### src/rtl/cla_pkg.sv
// Shared types and constants for the nibble-serial CLA adder.
// Holds the FSM encoding, slice width and index-width helper.
package cla_pkg;

    localparam int unsigned SLICE_W = 4;

    typedef logic [1:0] state_t;

    localparam state_t IDLE = 2'b00;
    localparam state_t RUN  = 2'b01;
    localparam state_t DONE = 2'b10;

    // Slice-index width for a given operand width; at least one bit.
    function automatic int unsigned idx_width(input int unsigned width);
        int unsigned n;
        n = width / SLICE_W;
        idx_width = (n <= 2) ? 1 : $clog2(n);
    endfunction

endpackage

### src/rtl/generic_cla.sv
// 4-bit carry-lookahead adder slice; all carries computed in parallel
// from generate/propagate terms.
module generic_cla
    import cla_pkg::*;
(
    output logic [SLICE_W-1:0] sum,
    output logic               cout,
    input  logic [SLICE_W-1:0] a,
    input  logic [SLICE_W-1:0] b,
    input  logic               c0
);

    logic [SLICE_W-1:0] g;
    logic [SLICE_W-1:0] p;
    logic [SLICE_W:0]   c;

    assign g = a & b;
    assign p = a ^ b;

    assign c[0] = c0;
    assign c[1] = g[0] | (p[0] & c0);
    assign c[2] = g[1] | (p[1] & g[0]) | (p[1] & p[0] & c0);
    assign c[3] = g[2] | (p[2] & g[1]) | (p[2] & p[1] & g[0])
                | (p[2] & p[1] & p[0] & c0);
    assign c[4] = g[3] | (p[3] & g[2]) | (p[3] & p[2] & g[1])
                | (p[3] & p[2] & p[1] & g[0])
                | (p[3] & p[2] & p[1] & p[0] & c0);

    assign sum  = p ^ c[SLICE_W-1:0];
    assign cout = c[SLICE_W];

endmodule

### src/rtl/cla_serial_adder.sv
// Multi-cycle WIDTH-bit adder that streams operands LSB-first through one
// 4-bit CLA slice, rippling the carry through a register between cycles.
module cla_serial_adder
    import cla_pkg::*;
#(
    parameter int unsigned WIDTH = 16
) (
    input  logic             clk,
    input  logic             rst,
    input  logic             start,
    input  logic [WIDTH-1:0] a,
    input  logic [WIDTH-1:0] b,
    input  logic             cin,
    output logic             busy,
    output logic             done,
    output logic [WIDTH-1:0] sum,
    output logic             cout,
    output logic             ovf
);

    localparam int unsigned N     = WIDTH / SLICE_W;
    localparam int unsigned IDX_W = idx_width(WIDTH);
    localparam int unsigned MSB   = WIDTH - 1;

    state_t             state_q, state_d;
    logic [IDX_W-1:0]   idx_q, idx_d;
    logic [WIDTH-1:0]   a_w_q, a_w_d;
    logic [WIDTH-1:0]   b_w_q, b_w_d;
    logic [WIDTH-1:0]   sum_w_q, sum_w_d;
    logic               carry_q, carry_d;
    logic               busy_q, busy_d;
    logic               done_q, done_d;
    logic [WIDTH-1:0]   sum_q, sum_d;
    logic               cout_q, cout_d;
    logic               ovf_q, ovf_d;

    logic [SLICE_W-1:0] a_sl;
    logic [SLICE_W-1:0] b_sl;
    logic [SLICE_W-1:0] cla_sum;
    logic               cla_cout;

    // Slice mux: select the current nibble of each working operand.
    always_comb begin
        a_sl = '0;
        b_sl = '0;
        for (int unsigned i = 0; i < N; i++) begin
            if (idx_q == IDX_W'(i)) begin
                a_sl = a_w_q[i*SLICE_W +: SLICE_W];
                b_sl = b_w_q[i*SLICE_W +: SLICE_W];
            end
        end
    end

    generic_cla u_cla (
        .sum  (cla_sum),
        .cout (cla_cout),
        .a    (a_sl),
        .b    (b_sl),
        .c0   (carry_q)
    );

    // Next-state and datapath update.
    always_comb begin
        state_d = state_q;
        idx_d   = idx_q;
        a_w_d   = a_w_q;
        b_w_d   = b_w_q;
        sum_w_d = sum_w_q;
        carry_d = carry_q;
        busy_d  = busy_q;
        done_d  = 1'b0;
        sum_d   = sum_q;
        cout_d  = cout_q;
        ovf_d   = ovf_q;

        case (state_q)
            RUN: begin
                for (int unsigned i = 0; i < N; i++) begin
                    if (idx_q == IDX_W'(i)) begin
                        sum_w_d[i*SLICE_W +: SLICE_W] = cla_sum;
                    end
                end
                carry_d = cla_cout;
                if (idx_q == IDX_W'(N - 1)) begin
                    state_d = DONE;
                    idx_d   = '0;
                    busy_d  = 1'b0;
                    done_d  = 1'b1;
                    sum_d   = sum_w_d;
                    cout_d  = cla_cout;
                    ovf_d   = (a_w_q[MSB] == b_w_q[MSB]) && (sum_w_d[MSB] != a_w_q[MSB]);
                end else begin
                    idx_d = idx_q + IDX_W'(1);
                end
            end
            default: begin
                // IDLE and DONE both accept a new request.
                busy_d = 1'b0;
                if (start) begin
                    state_d = RUN;
                    idx_d   = '0;
                    a_w_d   = a;
                    b_w_d   = b;
                    carry_d = cin;
                    busy_d  = 1'b1;
                end else begin
                    state_d = IDLE;
                end
            end
        endcase
    end

    always_ff @(posedge clk or posedge rst) begin
        if (rst) begin
            state_q <= IDLE;
            idx_q   <= '0;
            a_w_q   <= '0;
            b_w_q   <= '0;
            sum_w_q <= '0;
            carry_q <= 1'b0;
            busy_q  <= 1'b0;
            done_q  <= 1'b0;
            sum_q   <= '0;
            cout_q  <= 1'b0;
            ovf_q   <= 1'b0;
        end else begin
            state_q <= state_d;
            idx_q   <= idx_d;
            a_w_q   <= a_w_d;
            b_w_q   <= b_w_d;
            sum_w_q <= sum_w_d;
            carry_q <= carry_d;
            busy_q  <= busy_d;
            done_q  <= done_d;
            sum_q   <= sum_d;
            cout_q  <= cout_d;
            ovf_q   <= ovf_d;
        end
    end

    assign busy = busy_q;
    assign done = done_q;
    assign sum  = sum_q;
    assign cout = cout_q;
    assign ovf  = ovf_q;

endmodule

### config.mk
export PLATFORM = sky130hd
export DESIGN_NAME = cla_serial_adder
export DESIGN_NICKNAME = d
export VERILOG_FILES = /design/src/rtl/cla_pkg.sv /design/src/rtl/generic_cla.sv /design/src/rtl/cla_serial_adder.sv
export SDC_FILE = /design/constraint.sdc
export NUM_CORES = 1
export LEC_CHECK = 0
export CAP_MARGIN = 15
export CORE_MARGIN = 3
export CORE_UTILIZATION = 42
export DETAILED_ROUTE_END_ITERATION = 10
export GPL_TIMING_DRIVEN = 0
export PLACE_DENSITY = 0.68
export SYNTH_ARGS = -nofsm -noshare
export SYNTH_HDL_FRONTEND = slang
export SYNTH_SLANG_ARGS = --single-unit
### constraint.sdc
create_clock -name clk -period 4.2 [get_ports clk]
set_input_delay 0.84 -clock clk [delete_from_list [all_inputs] [get_ports clk]]
set_output_delay 0.84 -clock clk [all_outputs]
set_load 0.03 [all_outputs]
==> results of run 1 <==
power by group through the flow:
stage / Clock [mW] / Sequential [mW] / Combinational (mW)
after floorplan: 0 / 1.28 / 1.22
final: 0.501 / 1.15 / 1.94
after global routing: 0.542 / 1.19 / 2.15
after CTS: 0.508 / 1.15 / 1.96
after global placement: 0 / 1.15 / 1.90
after detailed placement: 0 / 1.16 / 1.95
worst max-delay path: cells and delay by family (launching register included):
| kind | cells | cell delay, ns |
|---|---|---|
| flip-flops | 1 | 0.42 |
| AND/OR/NAND/NOR | 2 | 0.34 |
| buffers and inverters | 2 | 0.61 |
| AO/OA/AOI/OAI | 6 | 1.31 |
| adder cells (fa/ha/maj) | 2 | 0.65 |
final timing paths:
kind | cells after the start | from | endpoint
max | 12 | idx_q[0] | ovf
min in group asynchronous | 2 | rst | b_w_q[6]
max in group asynchronous | 2 | rst | sum[3]
min reg2reg | 2 | sum[10] | sum[10]
max reg2reg | 12 | idx_q[0] | ovf
min | 2 | sum[10] | sum[10]
layer usage:
metal	part of all wire	GRT usage	up-vias	routed length [um]
met5	0	0	-	0
met4	0.015	0.0582	0	104
met3	0.044	0.0345	11	306
met2	0.48	0.282	61	3320
met1	0.46	0.234	1126	3150
li1	-	-	1144	-
sequential cells by signal (all words and copies together) (netlist names):
name	count
cout	1
a_w_q	16
ovf	1
state_q	2
sum_w_q	12
b_w_q	16
carry_q	1
done	1
idx_q	2
sum	16
Yosys cell counts:
| cell | n | area share |
|---|---|---|
| nand3_1 | 1 | 0.0016 |
| and3b_1 | 1 | 0.0028 |
| nand2b_1 | 4 | 0.0080 |
| mux2_2 | 35 | 0.13 |
| a21o_2 | 1 | 0.0028 |
| or3_1 | 1 | 0.0020 |
| inv_1 | 5 | 0.0060 |
| a211o_1 | 4 | 0.011 |
| nor2b_1 | 5 | 0.010 |
| nand3b_1 | 9 | 0.022 |
| o31ai_1 | 2 | 0.0048 |
| clkbuf_1 | 10 | 0.012 |
| a21o_1 | 1 | 0.0024 |
| a21oi_1 | 18 | 0.029 |
| and4_4 | 1 | 0.0036 |
| a211oi_1 | 1 | 0.0024 |
| nor2_1 | 4 | 0.0048 |
| o21ai_0 | 33 | 0.053 |
| nor3_1 | 1 | 0.0016 |
| xnor2_1 | 1 | 0.0028 |
| o21a_2 | 1 | 0.0028 |
| fa_1 | 1 | 0.0064 |
| a311oi_1 | 1 | 0.0028 |
| nand2_1 | 52 | 0.063 |
| mux2i_1 | 3 | 0.0096 |
| buf_2 | 5 | 0.0080 |
| ha_1 | 8 | 0.032 |
| a31oi_1 | 6 | 0.012 |
| dfrtp_1 | 68 | 0.55 |
| nand4_1 | 4 | 0.0080 |
final cells by class:
type / instances / area [sq um]
fillers: 635 / 3010
flip-flops and latches: 68 / 1700
multi-input cells: 199 / 1330
repair buffers: 55 / 551
clock buffers: 11 / 151
well taps: 96 / 120
plain buffers: 15 / 62.6
clock inverters: 5 / 36.3
inverters: 5 / 21.3
cell families after synthesis:
| family | Yosys count | share of synthesized area |
|---|---|---|
| AND/OR/NAND/NOR | 83 | 0.127 |
| AO/OA/AOI/OAI | 68 | 0.123 |
| flip-flops | 68 | 0.546 |
| multiplexers | 38 | 0.136 |
| buffers and inverters | 20 | 0.0261 |
| adder cells (fa/ha/maj) | 9 | 0.0386 |
| XOR/XNOR | 1 | 0.00281 |
==> reports/metrics.yaml, run 1 <==
seq_area_frac_synth: 0.546
ys_warn_count: 0
synth_area_sq_um: 3120
syn-instance-count: 287
insertedDiodeCount: 0
cts_max_path_buffers: 2
nets: 398
drtIter0Drc: 104
layout_common_cells: "68 x dfrtp_1, 55 x clkdlybuf4s50_1, 52 x nand2_1, 35 x mux2_2, 33 x o21ai_0"
wire_per_inst_um: 15.2
cts_tree: "built"
p_comb_frac: 0.542
p_int_mw: 2.04
drive_above_1_share: 0.168
slew_violations: 0
grt_pass1_wl_mm: 11.6
crit_arrival_ns: 3.65
finalClockSkew_ns: 0.0123
cp_slowest_cell: "clkbuf_1"
route.detailed.drc: 0
setup_violations: 0
power_mw: 3.59
slew-limit-headroom: 0.448
synth_cell_types: 30
path_clk_slew_ns: 0.07
die_w_um: 92.1
tns_ns: 0
row_count: 30
outcome: "finished, final reports clean"
post_cts_hold_buffer_count: 0
place.gp.congestion: 0.832
num_vias: 2342
required_ns: 4.43
dp_hpwl_mm: 4.94
power.density_nw_per_um2: 903
cts_buffers: 9
pwr-share-seq: 0.319
fmax_mhz: 292
fp.dieH_um: 92.1
critPathMaxStageDelay_ns: 0.49
syn_to_final_growth_pct: 27.6
rsz0062_at_grt: "false"
p_leak_nw: 1.71
vdd_ir_drop_max_mv: 0.453
crit_fanout: 10
utilization: 0.570
grt_overflow: 0
placed_area_sq_um: 3790
clock-sinks: 68
final_common_cell: "dfrtp_1"
setup_ws_ns: 0.778
top_level_ports: 56
postLayoutCellArea_sq_um: 3980
cts_root_buf: "clkbuf_8"
switching_share: 0.432
r2r_slack_ns: 0.78
end_kind: "flip-flop"
finalNonFillerCells: 454
die_area_sq_um: 8490
synth-seq-cells: 68
viasPerCell: 5.16
drv_cap: 0
cts_setup_buffers: 0
finalHoldViolations: 0
placed_cells: 438
startpoint_type: "flip-flop"
dp_slack_ns: 0.768
finalCritPeriodShare: 0.815
path_class: "reg -> reg"
path_cells: "inv_1 > ha_1 > clkbuf_1 > nand3b_1 > a21oi_1 > a21oi_1 > o21ai_0 > ha_1 > o21a_2 > a211o_1 > and4_4 > a211o_1"
switchingPower_mw: 1.55
htree_levels: 3
hold_class: "reg -> reg"
grt_start_max_net_pins: 69
antenna_found_initial: 0
firstDrtPassIters: 4
final_period_minus_worst_setup_slack_ns: 3.42
syn_area_per_cell_sq_um: 10.9
clockPowerShare: 0.139
grt_usage: 0.174
grt_pass1_vias: 2346
ant_nets: 0
post_cts_resized: 0
tightest_slew_ns: 0.828
routed_wl_mm: 6.89
clock_latency_ns: 0.35
whs_ns: 0.480
io_buffer_count: 55
synth_nets: 332
start_util: 0.446
core_area_sq_um: 6980
No activity file was read; power rests on OpenSTA's default activity.
==> run 2, diff against run 1 <==
- PLACE_DENSITY: 0.68 -> 0.71
- clock period: 4.2 -> 3.1 ns (I/O delays scaled with it)
==> run 2 against run 1 <==
Fmax grew 16%. Via count decreased by 2.1%. First-iteration DRC count grew 16%. Setup slack worse by 0.62 ns. Largest power group unchanged. Highest routed layer unchanged.
==> reports/metrics.yaml, run 2 (synthesis gave the netlist of run 1 again) <==
outcome: "finished, final reports clean"
post_cts_hold_buffer_count: 0  # unchanged
placed_area_sq_um: 3790  # unchanged
drtIter0Drc: 121  # +16%
fillers: 620  # -2.4%
die_w_um: 92.1  # unchanged
dp_hpwl_mm: 4.75  # -3.9%
syn_to_final_growth_pct: 29.9
whs_ns: 0.477  # -0.00341 ns
slew-limit-headroom: 0.455  # +0.00701
row_count: 30  # unchanged
firstDrtPassIters: 4  # unchanged
fmax_mhz: 340  # +16%
required_ns: 3.32  # -1.11 ns
grt_usage: 0.166  # -0.00798
vdd_ir_drop_max_mv: 0.579  # +28%
cp_num_buf_inv: 2  # unchanged
p_leak_nw: 1.75  # +2.3%
final_common_cell: "dfrtp_1"
cts_tree: "built"
io_buffer_count: 55  # unchanged
insertedDiodeCount: 0  # unchanged
hold_class: "reg -> reg"
finalHoldViolations: 0  # unchanged
wire_per_inst_um: 14.6  # -3.5%
cts_buffers: 9  # unchanged
clock_latency_ns: 0.34  # about the same
nets: 398  # unchanged
cts_setup_buffers: 0  # unchanged
path_cells: "inv_1 > ha_2 > buf_4 > nand3b_1 > a21oi_1 > a21oi_1 > o21ai_0 > ha_1 > o21a_2 > a211o_1 > and4_4 > a211o_1"
drive_above_1_share: 0.190  # +0.0223
power_mw: 5.04  # +41%
routed_wl_mm: 6.65  # -3.5%
layout_common_cells: "68 x dfrtp_1, 55 x clkdlybuf4s50_1, 52 x nand2_1, 35 x mux2_2, 31 x o21ai_0"
start_util: 0.446  # unchanged
switchingPower_mw: 2.09  # +35%
num_vias: 2293  # -2.1%
htree_levels: 3  # unchanged
grt_pass1_vias: 2215  # -5.6%
tightest_slew_ns: 0.817  # -0.0105 ns
path_class: "reg -> reg"
p_comb_frac: 0.534  # -0.008
fp.dieH_um: 92.1  # unchanged
final_period_minus_worst_setup_slack_ns: 2.94  # -0.479 ns
crit_arrival_ns: 3.17  # -0.48 ns
p_int_mw: 2.95  # +45%
cts_max_path_buffers: 2  # unchanged
path_clk_slew_ns: 0.07  # about the same
ant_nets: 0  # unchanged
cp_slowest_cell: "dfrtp_1"
grt_pass1_wl_mm: 11.0  # -5.1%
grt_overflow: 0  # unchanged
startpoint_type: "flip-flop"
switching_share: 0.415  # -0.0172
core_area_sq_um: 6980  # unchanged
top_level_ports: 56  # unchanged
cp_top_family: "compound AO/OA/AOI/OAI gates"
finalClockSkew_ns: 0.00779  # -0.00453 ns
setup_violations: 0  # unchanged
multi_input_area_sq_um: 1360  # +1.9%
clockPowerShare: 0.158  # +0.019
end_kind: "flip-flop"
power.density_nw_per_um2: 1250  # +38%
slew_violations: 0  # unchanged
place.gp.congestion: 0.821  # -1.3%
antenna_found_initial: 0  # unchanged
grt_start_max_net_pins: 69  # unchanged
viasPerCell: 5.05  # -2.1%
clock-sinks: 68  # unchanged
rsz0062_at_grt: "false"
finalCritPeriodShare: 0.949  # +0.135
cts_root_buf: "clkbuf_8"
postLayoutCellArea_sq_um: 4050  # +1.8%
route.detailed.drc: 0  # unchanged
pwr-share-seq: 0.309  # -0.010
layout.area.seq_sq_um: 1700  # unchanged
critPathMaxStageDelay_ns: 0.40  # -0.09 ns
die_area_sq_um: 8490  # unchanged
crit_fanout: 10  # unchanged
drv_cap: 0  # unchanged
[run 2: changes by cell type in the layout (fill, tap and decap cells not counted), sizes merged]
cell | before | now
buf | 5 | 10
bufinv | 0 | 2
clkbuf | 21 | 17
clkinv | 2 | 1
clkinvlp | 3 | 1
[run 2: final cells by class]
cell class | count | share of cell area
multi-input cells | 199 | 0.335
repair buffers | 55 | 0.136
flip-flops and latches | 68 | 0.420
clock inverters | 4 | 0.0179
inverters | 5 | 0.00526
clock buffers | 12 | 0.0359
plain buffers | 15 | 0.0195
well taps | 96 | 0.0297
[run 2: metal layers]
layer,global-route usage,vias to the layer above,wire length (um)
li1,-,1138,-
met1,0.228,1089,3160
met2,0.261,57,3090
met3,0.0336,9,295
met4,0.0594,0,94
met5,0,-,0
[run 2: worst reg2reg max path, cell delays in order (launching register included)]
cell and delay, ns:
dfrtp_1 0.40, inv_1 0.15, ha_2 0.25, buf_4 0.20, nand3b_1 0.12, a21oi_1 0.08, a21oi_1 0.14, o21ai_0 0.10
ha_1 0.35, o21a_2 0.24, a211o_1 0.37, and4_4 0.21, a211o_1 0.22
[run 2: through the flow]
step | std cells | setup WS (ns) | utilization | TNS, ns
finish | 454 | 0.157 | 0.580 | 0
global route | 454 | 0.0124 | 0.580 | 0
CTS | 454 | 0.00369 | 0.575 | 0
detailed placement | 438 | -0.245 | 0.543 | -1.10
global placement | 438 | -0.381 | 0.542 | -26.55
floorplan | 287 | 0.265 | - | 0
[run 2: path summary, 6_finish.rpt]
kind / from / endpoint / slack [ns] / depth (start not counted)
worst max-delay path: idx_q[1] / ovf / 0.16 / 12
worst min-delay path: sum[12] / sum[12] / 0.48 / 2
worst max register to register: idx_q[1] / ovf / 0.16 / 12
worst min register to register: sum[12] / sum[12] / 0.48 / 2
max in group asynchronous: rst / sum[7] / 1.78 / 2
min in group asynchronous: rst / b_w_q[6] / 0.80 / 2
[run 2: power groups by stage]
stage	Combinational, mW	Sequential (mW)	Clock [mW]
finish	2.69	1.56	0.795
global placement	2.57	1.56	0
CTS	2.64	1.56	0.814
detailed placement	2.61	1.57	0
global route	2.95	1.62	0.860
floorplan	1.65	1.73	0
[run 2: what timing repair did]
action                                  in CTS  in global routing
endpoints found under the setup margin      17                 13
gates cloned                                 0                  0
gates resized for setup                      8                 16
==> RTL change, RTL diff (config.mk and constraints of run 2) <==
Put one more register stage on the output `sum`. The value now appears one clock later. The other outputs are not delayed to match.
--- a/src/rtl/cla_serial_adder.sv
+++ b/src/rtl/cla_serial_adder.sv
@@ -21,6 +21,8 @@
     localparam int unsigned N     = WIDTH / SLICE_W;
     localparam int unsigned IDX_W = idx_width(WIDTH);
     localparam int unsigned MSB   = WIDTH - 1;
+
+    logic [WIDTH-1:0] sum_c;
 
     state_t             state_q, state_d;
     logic [IDX_W-1:0]   idx_q, idx_d;
@@ -140,9 +142,13 @@
 
     assign busy = busy_q;
     assign done = done_q;
-    assign sum  = sum_q;
+    assign sum_c = sum_q;
     assign cout = cout_q;
     assign ovf  = ovf_q;
 
+    always_ff @(posedge clk) begin
+        sum <= sum_c;
+    end
+
 endmodule
 
Formal check against the unedited RTL: not equivalent (a bounded check fails within 10 cycles, from zero or initial values and one cycle with rst high).
==> RTL change against run 2 <==
- clock skew rose by 0.0036 ns
- wire length up 6.2%
- power rose by 7.4%
- sequential power is 20% higher
- non-clock buffer count stayed put
- design area increased by 8.0%
- setup slack got worse by 0.042 ns
- sequential cell count is 16 higher
- critical path type unchanged
- area after synthesis is 10% higher
- highest routed layer unchanged
- sequential share of layout area grew 4.2 points
==> RTL change: results (changes against run 2) <==
Pwr
  – Peak supply drop: 0.598 mV (was 0.579 mV)
  – Leak: 1.90 nW (was 1.75 nW)
  – P_sw: 2.19 mW (was 2.09 mW)

GRT
  – Met1 usage: 21.7% (was 22.8%)
  – Total GRT Usage: 16.7% (was 16.6%)
  – Met2 usage: 27.7% (was 26.1%)
  – First-pass GRT wire length: 11700 um (was 11000 um)
  – M3 GR Usage: 3.18% (was 3.36%)
  – Pin count of the biggest net entering global routing: 69 (unchanged)

Timing
  – Worst Tran Pin Value: 0.823 ns (was 0.817 ns)
  – Clock Skew: 0.0114 ns (was 0.00779 ns)

Clock network
  – H-Tree Depth: 3 (unchanged)
  – CTS Buf Count: 9 (unchanged)
  – CTS clk-pin slew, worst paths: 0.09 ns (was 0.07 ns)
  – Clock Latency Late Sink: 0.36 ns (was 0.34 ns)

Placement
  – Post-placement setup slack: -0.331 ns (was -0.245 ns)
  – Dpl hpwl: 5070 um (was 4750 um)
  – RD Place Congestion: 0.792 (was 0.821)

Logic synthesis
  – Synth cell count leaders: 68 x dfrtp_1, 52 x nand2_1, 35 x mux2_2 (unchanged)
  – Synth Area in XOR/XNOR: 0.255% (was 0.281%)
  – Post-synthesis compound-gate area fraction: 11.2% (was 12.3%)
  – Synth unique cells: 32 (was 30)
  – Register area share after synthesis: 58.8% (was 54.6%)
  – Main synth FF type: dfrtp_1 (unchanged)
  – Async SR Flop Fraction: 81.0% (was 100%)
  – Post-Synth Adder-Cell Area: 3.49% (was 3.86%)
  – Post-synthesis mux area share: 12.3% (was 13.6%)
  – Synthesis Warnings: 0 (unchanged)
  – Ranking of synthesized cells by area: dfrtp_1 49%, mux2_2 11%, dfxtp_1 9.3% (was dfrtp_1 55%, mux2_2 13%, nand2_1 6.3%)
  – Syn_nets: 348 (was 332)

Finish
  – Layout area overhead: 27.1% (was 29.9%)
  – Final nets: 414 (was 398)
  – Fraction of layout instances using a drive strength above 1: 18.7% (was 19.0%)
  – # diodes: 0 (unchanged)
  – Fill cells: 706 (was 620)

Detailed routing
  – Vias: 2396 (was 2293)
  – Routed Antenna Nets: 0 (unchanged)
  – Detailed router's first-iteration violation count: 67 (was 121)
  – WL/cell: 14.8 um (was 14.6 um)

Critical path
  – Worst Path Arrival: 3.23 ns (was 3.17 ns)

Outcome
  – Status: completed (unchanged)
==> RTL change: cell type report <==
cell class | count | area share [%]
clock inverter | 6 | 2.00
timing repair buffer | 55 | 12.6
multi-input combinational | 199 | 31.0
inverter | 5 | 0.487
tap | 102 | 2.92
buffer | 15 | 1.83
clock buffer | 10 | 2.92
sequential | 84 | 46.3
==> RTL change: routing by layer <==
metal / vias up / wire, um
met1: 1140 / 3210
met4: 0 / 108
li1: 1196 / -
met3: 10 / 290
met5: - / 0
met2: 50 / 3450
==> RTL change: kinds of logic after synthesis <==
kind of cell    Yosys count
simple gates             83
flops                    84
compound gates           68
fa+ha+maj                 9
mux                      38
xor+xnor                  1
buf+inv                  20
==> RTL change: path summary, 6_finish.rpt <==
kind | startpoint | endpoint | slack, ns | cells past startpoint
worst max register to register | idx_q[1] | ovf | 0.11 | 12
worst min-delay path | sum_c[0] | sum[0] | 0.37 | 0
worst min register to register | sum_c[0] | sum[0] | 0.37 | 0
min in group asynchronous | rst | sum_w_q[9] | 0.79 | 2
worst max-delay path | idx_q[1] | ovf | 0.11 | 12
max in group asynchronous | rst | idx_q[0] | 1.78 | 2
==> RTL change: repair_timing <==
item                       in CTS  in global routing
pin swaps                       0                  1
gates cloned                    0                  0
setup endpoints to repair      17                  9
gates resized for setup         9                 11
==> RTL change: per-stage QoR <==
stage	cells	cell area (um^2)	hold slack, ns
floorplan	303	3440	0.347
global placement	460	4120	0.353
detailed placement	460	4120	0.354
CTS	476	4350	0.371
global route	476	4370	0.378
finish	476	4370	0.372
==> RTL change: power by group through the flow <==
| stage | clock network, mW | logic, mW | registers, mW |
|---|---|---|---|
| after floorplan | 0 | 1.67 | 2.04 |
| after global placement | 0 | 2.60 | 1.87 |
| after detailed placement | 0 | 2.64 | 1.89 |
| after CTS | 0.865 | 2.68 | 1.87 |
| after global routing | 0.904 | 3.01 | 1.93 |
| final | 0.855 | 2.69 | 1.87 |
